===== src/rtl/rvc_asap_5pl_i_mem_ctrl.sv =====
// Instruction-memory access controller: arbitrates the single I_MEM port between core fetch and host loader,
// sequences BOOT -> RUN and bounds host starvation. Define RVC_IMEM_CTRL_PERF_EN to add grant/stall counters.
module rvc_asap_5pl_i_mem_ctrl #(
    parameter int ADDR_W     = 16,
    parameter int STARVE_MAX = 8,
    parameter bit BOOT_HOLD  = 1'b1
) (
    input  logic              Clock,
    input  logic              Rst,
    input  logic              FetchReq,
    input  logic [31:0]       FetchPc,
    output logic              FetchValid,
    output logic [31:0]       FetchInstr,
    output logic              FetchErr,
    output logic              CoreStall,
    input  logic              HostReq,
    input  logic              HostWr,
    input  logic [31:0]       HostAddr,
    input  logic [31:0]       HostWrData,
    input  logic [3:0]        HostByteEn,
    output logic              HostGnt,
    output logic              HostRdValid,
    output logic [31:0]       HostRdData,
    output logic              HostErr,
    input  logic              HostLoadDone,
    output logic [ADDR_W-3:0] MemAddr,
    output logic              MemWrEn,
    output logic [3:0]        MemByteEn,
    output logic [31:0]       MemWrData,
`ifdef RVC_IMEM_CTRL_PERF_EN
    output logic [31:0]       PerfFetchCnt,
    output logic [31:0]       PerfHostCnt,
    output logic [31:0]       PerfStallCnt,
`endif
    input  logic [31:0]       MemRdData
);

    typedef enum logic {BOOT, RUN} state_t;

    localparam state_t RST_STATE = BOOT_HOLD ? BOOT : RUN;
    localparam int CNT_W = $clog2(STARVE_MAX + 1);
    localparam logic [CNT_W-1:0] STARVE_LIM = CNT_W'(STARVE_MAX);

    state_t state_q, state_d;
    logic [CNT_W-1:0] starve_q;
    logic [ADDR_W-3:0] addr_q, addr_d;
    logic fetch_gnt, host_gnt, host_wins, stall;
    logic fetch_bad, host_bad;
    logic fv_q, fe_q, hv_q, he_q;

    function automatic logic addr_bad(input logic [31:0] a);
        return (a[1:0] != 2'b00) || ((a >> ADDR_W) != 32'd0);
    endfunction

    assign fetch_bad = addr_bad(FetchPc);
    assign host_bad  = addr_bad(HostAddr);

    // Arbitration and boot sequencing; nothing is granted while reset is asserted
    always_comb begin
        state_d   = state_q;
        fetch_gnt = 1'b0;
        host_gnt  = 1'b0;
        host_wins = 1'b0;
        stall     = 1'b0;
        case (state_q)
            BOOT: begin
                stall    = 1'b1;
                host_gnt = HostReq;
                if (HostLoadDone) begin
                    state_d = RUN;
                end
            end
            RUN: begin
                host_wins = HostReq && (!FetchReq || (starve_q == STARVE_LIM));
                host_gnt  = host_wins;
                fetch_gnt = FetchReq && !host_wins;
                stall     = FetchReq && host_wins;
            end
            default: begin
                state_d = RST_STATE;
            end
        endcase
        if (Rst) begin
            fetch_gnt = 1'b0;
            host_gnt  = 1'b0;
            stall     = stall || FetchReq;
        end
    end

    assign CoreStall = stall;
    assign HostGnt   = host_gnt;

    // Erroring accesses are granted but leave the memory address untouched
    always_comb begin
        addr_d    = addr_q;
        MemWrEn   = 1'b0;
        MemByteEn = 4'b0000;
        MemWrData = 32'd0;
        if (fetch_gnt && !fetch_bad) begin
            addr_d = FetchPc[ADDR_W-1:2];
        end else if (host_gnt && !host_bad) begin
            addr_d = HostAddr[ADDR_W-1:2];
            if (HostWr) begin
                MemWrEn   = 1'b1;
                MemByteEn = HostByteEn;
                MemWrData = HostWrData;
            end
        end
    end

    assign MemAddr = addr_d;

    always_ff @(posedge Clock) begin
        if (Rst) begin
            state_q  <= RST_STATE;
            starve_q <= '0;
            addr_q   <= '0;
            fv_q     <= 1'b0;
            fe_q     <= 1'b0;
            hv_q     <= 1'b0;
            he_q     <= 1'b0;
        end else begin
            state_q <= state_d;
            addr_q  <= addr_d;
            fv_q    <= fetch_gnt;
            fe_q    <= fetch_gnt && fetch_bad;
            hv_q    <= host_gnt && !HostWr;
            he_q    <= host_gnt && host_bad;
            if (host_gnt) begin
                starve_q <= '0;
            end else if (HostReq && (starve_q != STARVE_LIM)) begin
                starve_q <= starve_q + 1'b1;
            end
        end
    end

    // Responses are masked during reset so an in-flight access is dropped immediately
    assign FetchValid  = fv_q && !Rst;
    assign FetchErr    = fe_q && !Rst;
    assign FetchInstr  = (FetchValid && !fe_q) ? MemRdData : 32'd0;
    assign HostRdValid = hv_q && !Rst;
    assign HostErr     = he_q && !Rst;
    assign HostRdData  = (HostRdValid && !he_q) ? MemRdData : 32'd0;

`ifdef RVC_IMEM_CTRL_PERF_EN
    always_ff @(posedge Clock) begin
        if (Rst) begin
            PerfFetchCnt <= 32'd0;
            PerfHostCnt  <= 32'd0;
            PerfStallCnt <= 32'd0;
        end else begin
            if (fetch_gnt) begin
                PerfFetchCnt <= PerfFetchCnt + 32'd1;
            end
            if (host_gnt) begin
                PerfHostCnt <= PerfHostCnt + 32'd1;
            end
            if ((state_q == RUN) && stall) begin
                PerfStallCnt <= PerfStallCnt + 32'd1;
            end
        end
    end
`endif

endmodule

===== config.mk =====
export PLATFORM = sky130hd
export DESIGN_NAME = rvc_asap_5pl_i_mem_ctrl
export DESIGN_NICKNAME = d
export VERILOG_FILES = /design/src/rtl/rvc_asap_5pl_i_mem_ctrl.sv
export SDC_FILE = /design/constraint.sdc
export NUM_CORES = 1
export LEC_CHECK = 0
export ABC_AREA = 1
export ABC_CLOCK_PERIOD_IN_PS = 1800
export CAP_MARGIN = 20
export CORE_AREA = 2 2 101 103
export DETAILED_ROUTE_END_ITERATION = 16
export DIE_AREA = 0 0 103 105
export HOLD_SLACK_MARGIN = 0.03
export PLACE_DENSITY_LB_ADDON = 0.3
export SLEW_MARGIN = 40
export SYNTH_ARGS = -nofsm -noshare
export SYNTH_HDL_FRONTEND = slang
export SYNTH_SLANG_ARGS = --single-unit

===== constraint.sdc =====
create_clock -name Clock -period 1.8 [get_ports Clock]
set_input_delay 0.36 -clock Clock [delete_from_list [all_inputs] [get_ports Clock]]
set_output_delay 0.36 -clock Clock [all_outputs]
set_load 0.005 [all_outputs]

==> flow_results.xml <==
<?xml version="1.0" encoding="UTF-8"?>
<metrics>
  <group name="status">
    <metric name="status" unit="">finished with violations</metric>
    <metric name="failing_checks" unit="">negative setup slack</metric>
  </group>
  <group name="floorplanning">
    <metric name="design.core.area" unit="µm²">9640</metric>
    <metric name="die_h" unit="µm">105</metric>
    <metric name="fp-row-count" unit="">36</metric>
    <metric name="die-width" unit="µm">103</metric>
    <metric name="fp.dieArea" unit="µm²">10800</metric>
    <metric name="initial_utilization" unit="%">22.3</metric>
    <metric name="io-pin-count" unit="">259</metric>
  </group>
  <group name="timing">
    <metric name="setup_total_negative_slack" unit="ps">-24440</metric>
    <metric name="min_cycle_time_layout" unit="ps">2330</metric>
    <metric name="tightest_hold_margin" unit="ps">414</metric>
    <metric name="final.setup_skew" unit="ps">7.78</metric>
    <metric name="timing.max_slew.rel_slack" unit="%">81.5</metric>
    <metric name="timing.final.setup_violations" unit="">60</metric>
    <metric name="post-route-period-util" unit="%">129</metric>
    <metric name="fmax" unit="GHz">0.430</metric>
    <metric name="drv_slew" unit="">0</metric>
    <metric name="count_of_final_hold_check_violations" unit="">0</metric>
    <metric name="worst_setup_margin" unit="ps">-527</metric>
    <metric name="grt_setup_unrepaired" unit="">true</metric>
    <metric name="timing_worst_slew_pin_value" unit="ps">278</metric>
  </group>
  <group name="place">
    <metric name="port-buffer-count" unit="">258</metric>
    <metric name="globalplace.congestion" unit="">0.837</metric>
    <metric name="detailedPlacementHpwl" unit="µm">8950</metric>
    <metric name="place.detailed.instances" unit="">813</metric>
  </group>
  <group name="critical_path">
    <metric name="number_of_cell_instances_on_the_worst_register_to_register_path" unit="">17</metric>
    <metric name="critical_path_arrival" unit="ps">1970</metric>
    <metric name="crit_path_max_fanout" unit="">7</metric>
    <metric name="cp.required" unit="ps">1440</metric>
    <metric name="timing.critical_path.slowest_stage_cell" unit="">sky130_fd_sc_hd__dfxtp_2</metric>
    <metric name="cpPeakStageDelay" unit="ps">340</metric>
    <metric name="crit_path_start_kind" unit="">flop</metric>
    <metric name="timing.reg2reg.setup_slack" unit="ps">-470</metric>
    <metric name="r2r-start" unit="">starve_q[0]$_SDFFE_PP0P_</metric>
    <metric name="critical_path_cell_sequence" unit="">inv_2 &gt; ha_4 &gt; nand3_4 &gt; nand3_4 &gt; nand3_4 &gt; buf_4 &gt; buf_12 &gt; o21ai_1 &gt; nand3_2 &gt; nand2_4 &gt; inv_2 &gt; buf_6</metric>
    <metric name="critical_path_class" unit="">reg2out</metric>
    <metric name="cpMostUsedCell" unit="">sky130_fd_sc_hd__nand3_4</metric>
    <metric name="rr_endpoint" unit="">addr_q[11]$_SDFF_PP0_</metric>
    <metric name="cp-end-kind" unit="">output pin</metric>
  </group>
  <group name="hold_path">
    <metric name="holdPathEnd" unit="">fv_q$_SDFF_PP0_</metric>
    <metric name="min_from" unit="">Rst</metric>
    <metric name="holdPathStages" unit="">4</metric>
    <metric name="worst_min_delay_path_class" unit="">in2reg</metric>
  </group>
  <group name="routing">
    <metric name="detailroute.via_count" unit="">3795</metric>
    <metric name="remaining_drc_errors" unit="">0</metric>
    <metric name="avgViaCountPerCell" unit="">4.25</metric>
    <metric name="routed_wire_length_per_instance" unit="µm">15.7</metric>
    <metric name="postRouteWirelength" unit="µm">14000</metric>
    <metric name="first_pass_iters" unit="">4</metric>
    <metric name="ant_nets" unit="">0</metric>
    <metric name="first_iter_violations" unit="">112</metric>
  </group>
  <group name="finish">
    <metric name="syn_to_final_growth" unit="%">204</metric>
    <metric name="post_route_cells_drive_above_1_share" unit="%">46.4</metric>
    <metric name="multi_input_area" unit="µm²">1870</metric>
    <metric name="area.sequential" unit="µm²">465</metric>
    <metric name="fin_cells" unit="">892</metric>
    <metric name="layout_commonest_cell" unit="">sky130_fd_sc_hd__clkdlybuf4s50_1</metric>
    <metric name="layout.filler_cells" unit="">820</metric>
    <metric name="num-nets-final" unit="">898</metric>
    <metric name="final_cell_mix" unit="">sky130_fd_sc_hd__clkdlybuf4s50_1 (107), sky130_fd_sc_hd__inv_1 (93), sky130_fd_sc_hd__nor2_1 (88)</metric>
    <metric name="fin_util" unit="%">67.7</metric>
  </group>
  <group name="grt">
    <metric name="vias_in_the_first_global_route" unit="">3969</metric>
    <metric name="globalRouteMet2Util" unit="%">44.7</metric>
    <metric name="grt_use_met1" unit="%">23.8</metric>
    <metric name="grt_use_total" unit="%">24.2</metric>
    <metric name="globalRoute.totalOverflow" unit="">0</metric>
    <metric name="number_of_antenna_violations_at_the_first_check_in_global_routing" unit="">2</metric>
    <metric name="grt_busiest_layer" unit="">met2</metric>
    <metric name="globalRouteMet3Util" unit="%">5.82</metric>
    <metric name="grt_max_degree" unit="">17</metric>
    <metric name="grt_pass1_wl" unit="µm">20400</metric>
  </group>
  <group name="clocking">
    <metric name="cts.root.buffer_cell" unit="">sky130_fd_sc_hd__clkbuf_8</metric>
    <metric name="clkLatencyLatePin" unit="ps">280</metric>
    <metric name="cts_tree" unit="">done</metric>
    <metric name="cts.htree.levels" unit="">1</metric>
    <metric name="holdBufCountCts" unit="">0</metric>
    <metric name="cts.sinks" unit="">23</metric>
    <metric name="cts-root-to-sink-buffers" unit="">2</metric>
    <metric name="worst_setup_hold_path_clk_slew" unit="ps">100</metric>
    <metric name="numCtsBuffers" unit="">3</metric>
  </group>
  <group name="synthesis">
    <metric name="post_synth_and_or_nand_nor_area_fraction" unit="%">48.8</metric>
    <metric name="synth-xor-area-share" unit="%">0.408</metric>
    <metric name="synth_compound_gate_area_share" unit="%">4.49</metric>
    <metric name="post_synth_fa_ha_maj_area_fraction" unit="%">1.17</metric>
    <metric name="warning_count_from_the_yosys_run" unit="">0</metric>
    <metric name="synth_top_family_by_area" unit="">simple AND/OR/NAND/NOR gates</metric>
    <metric name="postSynthCellCount" unit="">405</metric>
    <metric name="ys_seq_elements" unit="">23</metric>
    <metric name="synthMuxAreaShare" unit="%">0</metric>
    <metric name="synth_area_per_cell" unit="µm²">5.30</metric>
    <metric name="synth_seq_area_share" unit="%">21.4</metric>
    <metric name="post_synth_instance_area" unit="µm²">2150</metric>
    <metric name="post_synthesis_net_count" unit="">545</metric>
    <metric name="synth.lib_cells_used.distinct" unit="">24</metric>
  </group>
  <group name="power">
    <metric name="power_leakage" unit="nW">3.61</metric>
    <metric name="pd_cells" unit="nW/µm²">222</metric>
    <metric name="power_consumption" unit="W">0.00145</metric>
    <metric name="peakVddDrop" unit="mV">0.272</metric>
  </group>
  <group name="job">
    <metric name="drv.max_cap_violation_count" unit="">0</metric>
  </group>
</metrics>
registers in the layout, summed over array words and instances (netlist names):
register,flops
addr_q,14
state_q,1
fv_q,1
hv_q,1
he_q,1
fe_q,1
starve_q,4
what timing repair did:
| item | CTS | global route |
|---|---|---|
| setup endpoints to repair | 127 | 112 |
| pin swaps | 53 | 27 |
| endpoints found under the hold margin | 0 | 0 |
| gates resized for setup | 532 | 187 |
| gates cloned | 12 | 0 |
| setup buffers | 97 | 18 |
power breakdown:
group / total [W] / leakage (nW) / switching, W / internal (W)
registers: 0.000520 / 0.188 / 0.00000427 / 0.000516
clock network: 0.000352 / 0.0217 / 0.000195 / 0.000157
logic: 0.000577 / 3.40 / 0.000222 / 0.000355
stage by stage:
stage / setup WS (ps) / instance area, µm²
after floorplan: 0.512 / 2160
after global placement: -1010 / 5140
after detailed placement: -1030 / 5140
after CTS: -521 / 6190
after global routing: -644 / 6520
final: -527 / 6520
worst max-delay path by stage:
stage | cells after the start | to | slack, ps | from
floorplan | 9 | MemWrData[10] | 0.5 | starve_q[0]$_SDFFE_PP0P_
global placement | 10 | MemWrData[7] | -1010 | HostAddr[24]
detailed placement | 10 | MemByteEn[2] | -1030 | HostAddr[24]
CTS | 16 | MemAddr[7] | -520 | starve_q[0]$_SDFFE_PP0P_
global route | 12 | MemAddr[3] | -640 | starve_q[0]$_SDFFE_PP0P_
finish | 12 | MemAddr[3] | -530 | starve_q[0]$_SDFFE_PP0P_
synthesized netlist by cell type (all sizes together):
master	number	area (µm²)
nor2	147	648
inv	110	413
nand2	61	231
dfxtp	23	460
nand3	23	150
o21ai	14	70.1
buf	9	68.8
clkbuf	7	26.3
a21oi	4	20.0
ha	2	25.0
a31oi	1	6.26
and2	1	6.26
nand4	1	6.26
or2	1	6.26
xor2	1	8.76
routing by layer:
metal  vias up  routed length [µm]
met5         -                   0
met4         0                 620
met3        44                 988
met2       156                7740
met1      1741                4680
li1       1854                   -
area by class of cell:
cell class | count | share of cell area, %
Timing Repair Buffer | 363 | 54.0
Multi-Input combinational cell | 256 | 28.7
Sequential cell | 23 | 7.13
Inverter | 110 | 6.64
Tap cell | 133 | 2.55
Clock buffer | 3 | 0.633
Timing Repair inverter | 1 | 0.249
Clock inverter | 1 | 0.115
Antenna cell | 2 | 0.0767
cell families (layout without fill, tap and decap cells):
group	after synthesis	in the layout
xor gates and xnor gates	1	1
DFF	23	23
adders and majority gates	2	2
and+or+nand+nor	234	234
buffers and inverters	126	478
other	0	2
AOI/OAI and AO/OA	19	19
worst max-delay path: cells and delay by family (launching register included):
kind	cells	cell delay [ps]
flops	1	340
buf+inv	5	520
compound gates	1	180
simple gates	5	500
fa+ha+maj	1	140
Note: power is estimated with default switching activity, not from simulation.
